$ cat config.mk
export PLATFORM = sky130hd
export DESIGN_NAME = ball_motion_flat
export DESIGN_NICKNAME = d
export VERILOG_FILES = /design/src/rtl/ball_motion_if.sv /design/src/rtl/ball_motion.sv /design/src/flat_wrapper.sv
export SDC_FILE = /design/constraint.sdc
export NUM_CORES = 1
export LEC_CHECK = 0
export CAP_MARGIN = 10
export CORE_MARGIN = 8
export CORE_UTILIZATION = 46
export DETAILED_ROUTE_END_ITERATION = 16
export GPL_TIMING_DRIVEN = 0
export HOLD_SLACK_MARGIN = 0.06
export PLACE_DENSITY = 0.7
export RECOVER_POWER = 25
export SLEW_MARGIN = 20
export SYNTH_ARGS = -nofsm -noshare
export SYNTH_HDL_FRONTEND = slang
export SYNTH_SLANG_ARGS = --single-unit
$ cat constraint.sdc
create_clock -name CLOCK_50 -period 3.6 [get_ports CLOCK_50]
set_clock_uncertainty 0.1 [all_clocks]
set_input_delay 0.36 -clock CLOCK_50 [delete_from_list [all_inputs] [get_ports CLOCK_50]]
set_output_delay 0.36 -clock CLOCK_50 [all_outputs]
set_load 0.01 [all_outputs]
$ cat src/rtl/ball_motion_if.sv
// Signal bundle between the game logic and the pong ball mover.
// The master drives timing, serve and paddle rows; the slave returns the ball state.
interface ball_motion_if;
  logic       tick;
  logic       serve;
  logic       pause;
  logic [9:0] paddle_l_y;
  logic [9:0] paddle_r_y;
  logic [9:0] ball_x;
  logic [9:0] ball_y;
  logic       score_l;
  logic       score_r;
  logic       running;

  modport master (
    output tick, serve, pause, paddle_l_y, paddle_r_y,
    input  ball_x, ball_y, score_l, score_r, running
  );

  modport slave (
    input  tick, serve, pause, paddle_l_y, paddle_r_y,
    output ball_x, ball_y, score_l, score_r, running
  );
endinterface

$ cat src/rtl/ball_motion.sv
// Pong ball mover: one pixel per axis per tick, with wall and paddle reflection and miss detection.
// Serve/run/scored sequencing; all outputs are registered.
module ball_motion #(
  parameter int H_ACTIVE       = 640,
  parameter int V_ACTIVE       = 480,
  parameter int BALL_SIZE      = 8,
  parameter int PADDLE_W       = 8,
  parameter int PADDLE_H       = 64,
  parameter int LEFT_PADDLE_X  = 16,
  parameter int RIGHT_PADDLE_X = 616
) (
  input  logic         CLOCK_50,
  input  logic         reset,
  ball_motion_if.slave bus
);

  typedef enum logic [1:0] {
    IDLE   = 2'd0,
    RUN    = 2'd1,
    SCORED = 2'd2
  } state_t;

  localparam logic [9:0] CENTRE_X = 10'((H_ACTIVE - BALL_SIZE) / 2);
  localparam logic [9:0] CENTRE_Y = 10'((V_ACTIVE - BALL_SIZE) / 2);
  localparam logic [9:0] X_MAX    = 10'(H_ACTIVE - BALL_SIZE);
  localparam logic [9:0] Y_MAX    = 10'(V_ACTIVE - BALL_SIZE);
  localparam logic [9:0] L_FACE   = 10'(LEFT_PADDLE_X + PADDLE_W);
  localparam logic [9:0] R_FACE   = 10'(RIGHT_PADDLE_X - BALL_SIZE);

  localparam logic DIR_LEFT  = 1'b0;
  localparam logic DIR_RIGHT = 1'b1;
  localparam logic DIR_UP    = 1'b0;
  localparam logic DIR_DOWN  = 1'b1;

  state_t     state_q, state_d;
  logic [9:0] ball_x_q, ball_x_d;
  logic [9:0] ball_y_q, ball_y_d;
  logic       dir_x_q, dir_x_d;
  logic       dir_y_q, dir_y_d;
  logic       score_l_q, score_l_d;
  logic       score_r_q, score_r_d;
  logic       running_q, running_d;

  // Index 0 is the left paddle, index 1 the right paddle.
  logic [9:0]  paddle_y [2];
  logic [1:0]  overlap;
  logic [10:0] ball_top;
  logic [10:0] ball_bot;

  assign paddle_y[0] = bus.paddle_l_y;
  assign paddle_y[1] = bus.paddle_r_y;
  assign ball_top    = {1'b0, ball_y_q};
  assign ball_bot    = ball_top + 11'(BALL_SIZE);

  // Widened compares so a paddle near the bottom cannot wrap.
  for (genvar gi = 0; gi < 2; gi++) begin : g_overlap
    logic [10:0] pad_top;
    logic [10:0] pad_bot;
    assign pad_top     = {1'b0, paddle_y[gi]};
    assign pad_bot     = pad_top + 11'(PADDLE_H);
    assign overlap[gi] = (ball_bot > pad_top) && (ball_top < pad_bot);
  end

  logic move;
  assign move = (state_q == RUN) && bus.tick && !bus.pause;

  always_comb begin
    state_d   = state_q;
    ball_x_d  = ball_x_q;
    ball_y_d  = ball_y_q;
    dir_x_d   = dir_x_q;
    dir_y_d   = dir_y_q;
    score_l_d = 1'b0;
    score_r_d = 1'b0;

    case (state_q)
      IDLE: begin
        ball_x_d = CENTRE_X;
        ball_y_d = CENTRE_Y;
        if (bus.serve) begin
          state_d = RUN;
        end
      end

      RUN: begin
        if (move) begin
          if (dir_y_q == DIR_UP) begin
            if (ball_y_q == 10'd0) begin
              dir_y_d  = DIR_DOWN;
              ball_y_d = 10'd1;
            end else begin
              ball_y_d = ball_y_q - 10'd1;
            end
          end else begin
            if (ball_y_q == Y_MAX) begin
              dir_y_d  = DIR_UP;
              ball_y_d = Y_MAX - 10'd1;
            end else begin
              ball_y_d = ball_y_q + 10'd1;
            end
          end

          // A miss still takes the y step; x is frozen where the ball left play.
          if (dir_x_q == DIR_LEFT) begin
            if ((ball_x_q == L_FACE) && overlap[0]) begin
              dir_x_d  = DIR_RIGHT;
              ball_x_d = L_FACE + 10'd1;
            end else if (ball_x_q == 10'd0) begin
              score_r_d = 1'b1;
              dir_x_d   = DIR_LEFT;
              state_d   = SCORED;
            end else begin
              ball_x_d = ball_x_q - 10'd1;
            end
          end else begin
            if ((ball_x_q == R_FACE) && overlap[1]) begin
              dir_x_d  = DIR_LEFT;
              ball_x_d = R_FACE - 10'd1;
            end else if (ball_x_q == X_MAX) begin
              score_l_d = 1'b1;
              dir_x_d   = DIR_RIGHT;
              state_d   = SCORED;
            end else begin
              ball_x_d = ball_x_q + 10'd1;
            end
          end
        end
      end

      SCORED: begin
        if (bus.tick) begin
          state_d  = IDLE;
          ball_x_d = CENTRE_X;
          ball_y_d = CENTRE_Y;
        end
      end

      default: begin
        state_d  = IDLE;
        ball_x_d = CENTRE_X;
        ball_y_d = CENTRE_Y;
      end
    endcase

    running_d = (state_d == RUN);
  end

  always_ff @(posedge CLOCK_50) begin
    if (reset) begin
      state_q   <= IDLE;
      ball_x_q  <= CENTRE_X;
      ball_y_q  <= CENTRE_Y;
      dir_x_q   <= DIR_RIGHT;
      dir_y_q   <= DIR_DOWN;
      score_l_q <= 1'b0;
      score_r_q <= 1'b0;
      running_q <= 1'b0;
    end else begin
      state_q   <= state_d;
      ball_x_q  <= ball_x_d;
      ball_y_q  <= ball_y_d;
      dir_x_q   <= dir_x_d;
      dir_y_q   <= dir_y_d;
      score_l_q <= score_l_d;
      score_r_q <= score_r_d;
      running_q <= running_d;
    end
  end

  assign bus.ball_x  = ball_x_q;
  assign bus.ball_y  = ball_y_q;
  assign bus.score_l = score_l_q;
  assign bus.score_r = score_r_q;
  assign bus.running = running_q;

endmodule

$ cat src/flat_wrapper.sv
// flat-port wrapper written by rule: the top's interface ports become plain ports
module ball_motion_flat 
#(
  parameter int H_ACTIVE       = 640,
  parameter int V_ACTIVE       = 480,
  parameter int BALL_SIZE      = 8,
  parameter int PADDLE_W       = 8,
  parameter int PADDLE_H       = 64,
  parameter int LEFT_PADDLE_X  = 16,
  parameter int RIGHT_PADDLE_X = 616
)
  (CLOCK_50, reset, bus_tick, bus_serve, bus_pause, bus_paddle_l_y, bus_paddle_r_y, bus_ball_x, bus_ball_y, bus_score_l, bus_score_r, bus_running);
  ball_motion_if bus_i ();
  input  logic CLOCK_50;
  input  logic reset;
  input wire logic [$bits(bus_i.tick)-1:0] bus_tick;
  input wire logic [$bits(bus_i.serve)-1:0] bus_serve;
  input wire logic [$bits(bus_i.pause)-1:0] bus_pause;
  input wire logic [$bits(bus_i.paddle_l_y)-1:0] bus_paddle_l_y;
  input wire logic [$bits(bus_i.paddle_r_y)-1:0] bus_paddle_r_y;
  output wire logic [$bits(bus_i.ball_x)-1:0] bus_ball_x;
  output wire logic [$bits(bus_i.ball_y)-1:0] bus_ball_y;
  output wire logic [$bits(bus_i.score_l)-1:0] bus_score_l;
  output wire logic [$bits(bus_i.score_r)-1:0] bus_score_r;
  output wire logic [$bits(bus_i.running)-1:0] bus_running;
  assign bus_i.tick = bus_tick;
  assign bus_i.serve = bus_serve;
  assign bus_i.pause = bus_pause;
  assign bus_i.paddle_l_y = bus_paddle_l_y;
  assign bus_i.paddle_r_y = bus_paddle_r_y;
  assign bus_ball_x = bus_i.ball_x;
  assign bus_ball_y = bus_i.ball_y;
  assign bus_score_l = bus_i.score_l;
  assign bus_score_r = bus_i.score_r;
  assign bus_running = bus_i.running;
  ball_motion #(.H_ACTIVE(H_ACTIVE), .V_ACTIVE(V_ACTIVE), .BALL_SIZE(BALL_SIZE), .PADDLE_W(PADDLE_W), .PADDLE_H(PADDLE_H), .LEFT_PADDLE_X(LEFT_PADDLE_X), .RIGHT_PADDLE_X(RIGHT_PADDLE_X)) u_core (.CLOCK_50(CLOCK_50), .reset(reset), .bus(bus_i));
endmodule
==> results_dict.tcl, run 1 <==
set metrics [dict create \
    place_area_mm2 0.003565 \
    slew_headroom_pct 34.40 \
    synth_top_family_by_area "compound AO/OA/AOI/OAI gates" \
    die_w_um 96.73 \
    finalHoldViolations 0 \
    grt_pass1_wl_um 14990 \
    dp_hpwl_um 6872 \
    yosys-top-cells-area "dfxtp_1 18%, ha_1 18%, a21oi_1 5.2%, nor2_1 5.1%, inv_1 4.0%" \
    core.rowCount 29 \
    drt_wl_total_um 8585 \
    met1_usage_pct 24.36 \
    setup.worst_path.class "flop to flop" \
    die_height_um 96.73 \
    hp-class "flop to flop" \
    root_buffer "clkbuf_8" \
    grt_use_total_pct 18.31 \
    cts_tree "done" \
    grt_max_degree 17 \
    path_cells "ha_1 > nand3_1 > xnor2_1 > ha_1 > and3_1 > a211oi_1 > o21ai_1 > a221oi_2 > o41a_1 > buf_6 > a211oi_1 > a211oi_1 > a221oi_2" \
    seq_area_frac_synth_pct 18.03 \
    htree_levels 1 \
    ctsHoldBuffers 0 \
    n_antenna_cell 0 \
    setup_viol 0 \
    yosysMostFrequentCell "ha_1" \
    num_vias 3092 \
    dr.first_iter.drc_count 148 \
    rsz0062_at_grt "false" \
    pre_cts_ws_ps -69.41 \
    yosys-top-cells-count "43 x ha_1, 41 x nor2_1, 32 x inv_1, 31 x a21oi_1, 27 x dfxtp_1" \
    area_delta_synth_final_pct 21.20 \
    period_share_pct 92.64 \
    synth_xor_area_share_pct 4.674 \
    io_buffer_count 47 \
    yosys.area.top_type "dfxtp_1" \
    ctsLongestPathBuffers 2 \
    die-area_mm2 0.009357 \
    start_kind "flop" \
    synth_top_flop_cell "dfxtp_1" \
    utilization_pct 57.55 \
    synth-simple-area-share_pct 24.75 \
    grt_use_met3_pct 2.347 \
    met2_usage_pct 30.31 \
    cts_buffers 3 \
    synth_seq_cells 27 \
    gr-max-usage-layer "met2" \
    crit_path_top_delay_cell "dfxtp_2" \
    grt_pass1_vias 3093 \
    finalInstanceArea_mm2 0.003633 \
    syn-cell-area_mm2 0.002998 \
    overflow 0 \
    endpoint_kind "flop" \
    ys_types 68 \
    crit_arrival_ps 3400 \
    initial_core_util_pct 47.48 \
    maxCapViolCount 0 \
    synth-edff-count 0 \
    netlist_instances 395 \
    antenna_found_initial 0 \
    wl_per_cell_um 16.41 \
    final.min_clock_period_ps 3335 \
    cts.clk_slew.worst_paths_ps 120 \
    drv_slew 0 \
    status "finished, final reports clean" \
    synth_compound_area_share_pct 25.58 \
    worst_slack_ps 265.1 \
    syn-num-nets 463 \
    layout-drive-gt1-share_pct 6.278 \
    ios 48 \
    yosys.area.top_type_share_pct 18.03 \
    drc 0 \
    synthArstFlopShare_pct 0 \
    cp_max_fo 11 \
    nets 515 \
    muxShareOfSynthArea_pct 1.836 \
    clk_latency_ps 290 \
    cts_sinks 27 \
    core-area_mm2 0.006314 \
    synthAdderAreaFrac_pct 17.95 \
    power_uw 691.7 \
    critPathMaxStageDelay_ps 530 \
    p_leak_uw 0.001475 \
    cp_common_cell "a211oi_1" \
    reg2reg_slack_ps 270 \
    synth_area_per_cell_um2 7.590 \
    ant_nets 0 \
    ys_warn_count 0 \
    dr.pass1.iters 4 \
    viasPerCell 5.912 \
    gp_congestion 0.9207 \
    peakVddDrop_v 0.0001462 \
    p_per_area_mw_per_mm2 190.4 \
    cp.required_ps 3660 \
    worst_pin_slew_ps 975.0 \
    fmaxAchievable_ghz 0.2999 \
]
## sequential cells by signal, summed over array words and instances (netlist names)
register	count
u_core.dir_x_q	1
u_core.bus.ball_y	10
u_core.bus.score_r	1
u_core.state_q	2
u_core.dir_y_q	1
u_core.bus.score_l	1
u_core.bus.running	1
u_core.bus.ball_x	10
## metrics by stage
| stage | setup TNS [ps] | instances | hold slack (ps) |
|---|---|---|---|
| global placement | -66.47 | 519 | 387.7 |
| detailed placement | -139.0 | 519 | 394.6 |
| CTS | 0 | 523 | 416.3 |
| floorplan | 0 | 395 | 356.7 |
| finish | 0 | 523 | 418.8 |
| global route | 0 | 523 | 451.1 |
## kinds of logic (layout without fill, tap and decap cells)
family / count (synthesis) / count (layout)
flip-flops: 27 / 27
adder cells (fa/ha/maj): 43 / 43
buffers and inverters: 52 / 103
multiplexers: 4 / 4
XOR/XNOR: 16 / 16
AO/OA/AOI/OAI: 112 / 112
AND/OR/NAND/NOR: 141 / 141
## repair_timing
action	4_1_cts	5_1_grt
pin swaps	0	0
setup buffers	0	0
endpoints found under the setup margin	3	9
endpoints found under the hold margin	0	0
gates resized for setup	1	4
## placed cells by master, fill, tap and decap left out, drive strengths merged, types with 3 or more instances in the layout
cell,Yosys,layout
a2111oi,3,3
a211o,3,3
a211oi,6,6
a21o,6,6
a21oi,32,32
a221o,4,4
a22oi,4,4
a2bb2oi,3,3
a31oi,5,5
and3,4,4
buf,7,7
clkbuf,13,16
clkdlybuf4s50,0,35
dfxtp,27,27
dlygate4sd3,0,12
ha,43,43
inv,32,32
nand2,20,20
nand2b,5,5
nand3,19,19
nand3b,3,3
nand4,4,4
nor2,43,43
nor2b,4,4
nor3,17,17
nor4,6,6
nor4b,3,3
o21ai,22,22
or3,4,4
xnor2,10,10
xor2,6,6
## power by group
group          internal (uW)  switching, uW  total (uW)
Combinational           89.1           95.2         184
Clock                   79.1            113         192
Sequential               305           10.8         316
## worst max-delay path, delay by kind of cell (launching register included)
family                     cells  cell delay, ps
and+or+nand+nor                2             290
adders and majority gates      2             610
xor gates and xnor gates       1             240
buffers and inverters          1             140
DFF                            1             530
AOI/OAI and AO/OA              7            1310
## layer usage
layer | wire length [um] | share of wire, %
met5 | 0 | 0
met4 | 89 | 1.0
met2 | 4002 | 47
met3 | 427 | 5.0
met1 | 4066 | 47
## final cells by class
type | instances | area, um2
inverters | 32 | 120.1
repair buffers | 47 | 470.5
clock buffers | 3 | 41.29
well taps | 77 | 96.34
clock inverters | 1 | 7.507
fillers | 638 | 2680
flip-flops and latches | 27 | 541.8
multi-input cells | 316 | 2260
plain buffers | 20 | 96.34
## final timing paths
kind,depth (start not counted),from,end
setup / recovery,13,u_core.bus.ball_y[3],u_core.bus.ball_x[2]
hold / removal,1,u_core.state_q[1],u_core.state_q[0]
setup reg to reg,13,u_core.bus.ball_y[3],u_core.bus.ball_x[2]
hold reg to reg,1,u_core.state_q[1],u_core.state_q[0]
No activity file was read; power rests on OpenSTA's default activity.
==> run 2: changes to the inputs <==
CORE_ASPECT_RATIO = 2   (was unset)
CTS_CLUSTER_SIZE = 28   (was unset)
==> run 2 against run 1 <==
  * Combinational power rose by 3%
  * Critical path depth shrank 1
  * Register-to-register slack got worse by 140 ps
  * Die area increased by 1.7%
  * Sequential power about the same
  * Worst hold slack better by 6.3 ps
  * Final area grew 1.2%
  * Final cell count up 1.7%
  * Clock-buffer cell count is the same
  * Fmax decreased by 3.9%
  * Largest power group unchanged
==> results_dict.tcl, run 2 (synthesis results as in run 1) <==
set metrics [dict create \
    status "finished, final reports clean" \
    crit_arrival_ps 3570 \
    internal_power_uw 546.6 \
    core-area_mm2 0.006310 \
    n_antenna_cell 0 \
    p_seq_share_pct 40.7 \
    antenna_found_initial 0 \
    fillers 642 \
    slew_headroom_pct 36.83 \
    setup.worst_path.class "flop to flop" \
    peakVddDrop_v 0.0002587 \
    grt_use_total_pct 20.84 \
    switching_share_pct 29.60 \
    placedCellCount 528 \
    drt_wl_total_um 9613 \
    setup_viol 0 \
    io_buffer_count 47 \
    crit_path_top_delay_cell "dfxtp_1" \
    worst_slack_ps 128.0 \
    ctsLongestPathBuffers 2 \
    cp_max_fo 10 \
    path_cells "buf_2 > nand3_1 > xnor2_2 > ha_1 > and3_1 > a211oi_1 > o21ai_1 > a221oi_2 > o41ai_2 > o22a_1 > mux2_2 > a21oi_1" \
    cts.clk_slew.worst_paths_ps 80 \
    critPathMaxStageDelay_ps 480 \
    final.min_clock_period_ps 3472 \
    gp_congestion 0.9422 \
    grt_max_degree 17 \
    path_buf_inv 1 \
    instances_no_fill 532 \
    cts_tree "done" \
    grt_pass1_vias 3335 \
    crit_family "compound AO/OA/AOI/OAI gates" \
    endpoint_kind "flop" \
    ios 48 \
    p_sw_uw 229.8 \
    cp.required_ps 3700 \
    wl_per_cell_um 18.07 \
    core.rowCount 41 \
    ant_nets 0 \
    viasPerCell 5.976 \
    period_share_pct 96.44 \
    final_cell_mix "43 x ha_1, 41 x nor2_1, 37 x clkdlybuf4s50_1" \
    p_leak_uw 0.001479 \
    drv_slew 0 \
    pre_cts_ws_ps -191.6 \
    setup_tns_ps 0 \
    hp-class "flop to flop" \
    cts_buffers 3 \
    finalHoldViolations 0 \
    start_kind "flop" \
    fmaxAchievable_ghz 0.2880 \
    htree_levels 1 \
    die_height_um 130.2 \
    nets 515 \
    rsz0062_at_grt "false" \
    worst_pin_slew_ps 938.9 \
    dr.first_iter.drc_count 202 \
    finalInstanceArea_mm2 0.003679 \
    layout_commonest_cell "ha_1" \
    maxCapViolCount 0 \
    utilization_pct 58.30 \
    p_per_area_mw_per_mm2 211.1 \
    num_vias 3179 \
    grt_pass1_wl_um 15640 \
    place_area_mm2 0.003576 \
    layout-drive-gt1-share_pct 6.726 \
    die_w_um 73.09 \
    dp_hpwl_um 7815 \
    area_delta_synth_final_pct 22.70 \
    cts_sinks 27 \
    ctsHoldBuffers 0 \
    die-area_mm2 0.009513 \
    combPwrFrac_pct 24.4 \
    dr.pass1.iters 4 \
    clockPowerShare_pct 34.9 \
    root_buffer "clkbuf_16" \
    initial_core_util_pct 47.51 \
    drc 0 \
    clk_latency_ps 280 \
    overflow 0 \
]
run 2: cell count changes in the layout (fill, tap and decap cells not counted):
cell             change
dfxtp_4              +1
o41ai_2              +1
dfxtp_1              -1
clkbuf_16            +3
dlygate4sd3_1        -2
clkbuf_8             -3
xnor2_1              -1
clkbuf_2             -1
xnor2_2              +1
o41ai_4              -1
clkdlybuf4s50_1      +2
buf_2                +1
run 2: what timing repair did:
| item | 4_1_cts | 5_1_grt |
|---|---|---|
| setup buffers | 0 | 0 |
| setup endpoints to repair | 9 | 4 |
| gates resized for setup | 4 | 3 |
run 2: final cells by class:
class / count / area, um2 / share of cell area (%)
inverters: 32 / 120.1 / 3.265
well taps: 86 / 107.6 / 2.925
flip-flops and latches: 27 / 545.5 / 14.83
clock inverters: 1 / 7.507 / 0.2041
clock buffers: 3 / 75.07 / 2.041
plain buffers: 20 / 96.34 / 2.619
multi-input cells: 316 / 2256 / 61.33
repair buffers: 47 / 470.5 / 12.79
run 2: layer usage:
metal / share of wire [%] / GRT usage, % / up-vias
met3: 3.5 / 2.613 / 35
met4: 4.2 / 14.25 / 0
met1: 36 / 19.03 / 1498
li1: - / - / 1555
met2: 56 / 40.38 / 91
met5: 0 / 0 / -
run 2: power by group through the flow:
stage	logic [uW]	registers, uW	clock network [uW]
2_1_floorplan	109	323	0
3_3_place_gp	183	324	0
3_5_place_dp	187	324	0
4_1_cts	190	317	281
5_1_grt	212	317	283
6_report	189	316	271
run 2: worst paths after layout:
kind / endpoint / from / slack, ps / depth (start not counted)
worst max register to register: u_core.bus.ball_x[5] / u_core.bus.ball_y[5] / 130 / 12
worst max-delay path: u_core.bus.ball_x[5] / u_core.bus.ball_y[5] / 130 / 12
worst min-delay path: u_core.bus.running / u_core.state_q[1] / 430 / 1
worst min register to register: u_core.bus.running / u_core.state_q[1] / 430 / 1
run 2: worst register-to-register path, stage by stage (launching register included):
cell,delay [ps]
dfxtp_1,480
buf_2,290
nand3_1,210
xnor2_2,260
ha_1,280
and3_1,160
a211oi_1,220
o21ai_1,140
a221oi_2,370
o41ai_2,210
o22a_1,260
mux2_2,260
a21oi_1,150
run 2: metrics by stage:
step           hold slack, ps  total power, uW
6_report                425.2            776.4
5_1_grt                 434.6            812.1
4_1_cts                 418.7            787.9
3_5_place_dp            405.7            510.6
3_3_place_gp            380.5            506.3
2_1_floorplan           356.7            431.7
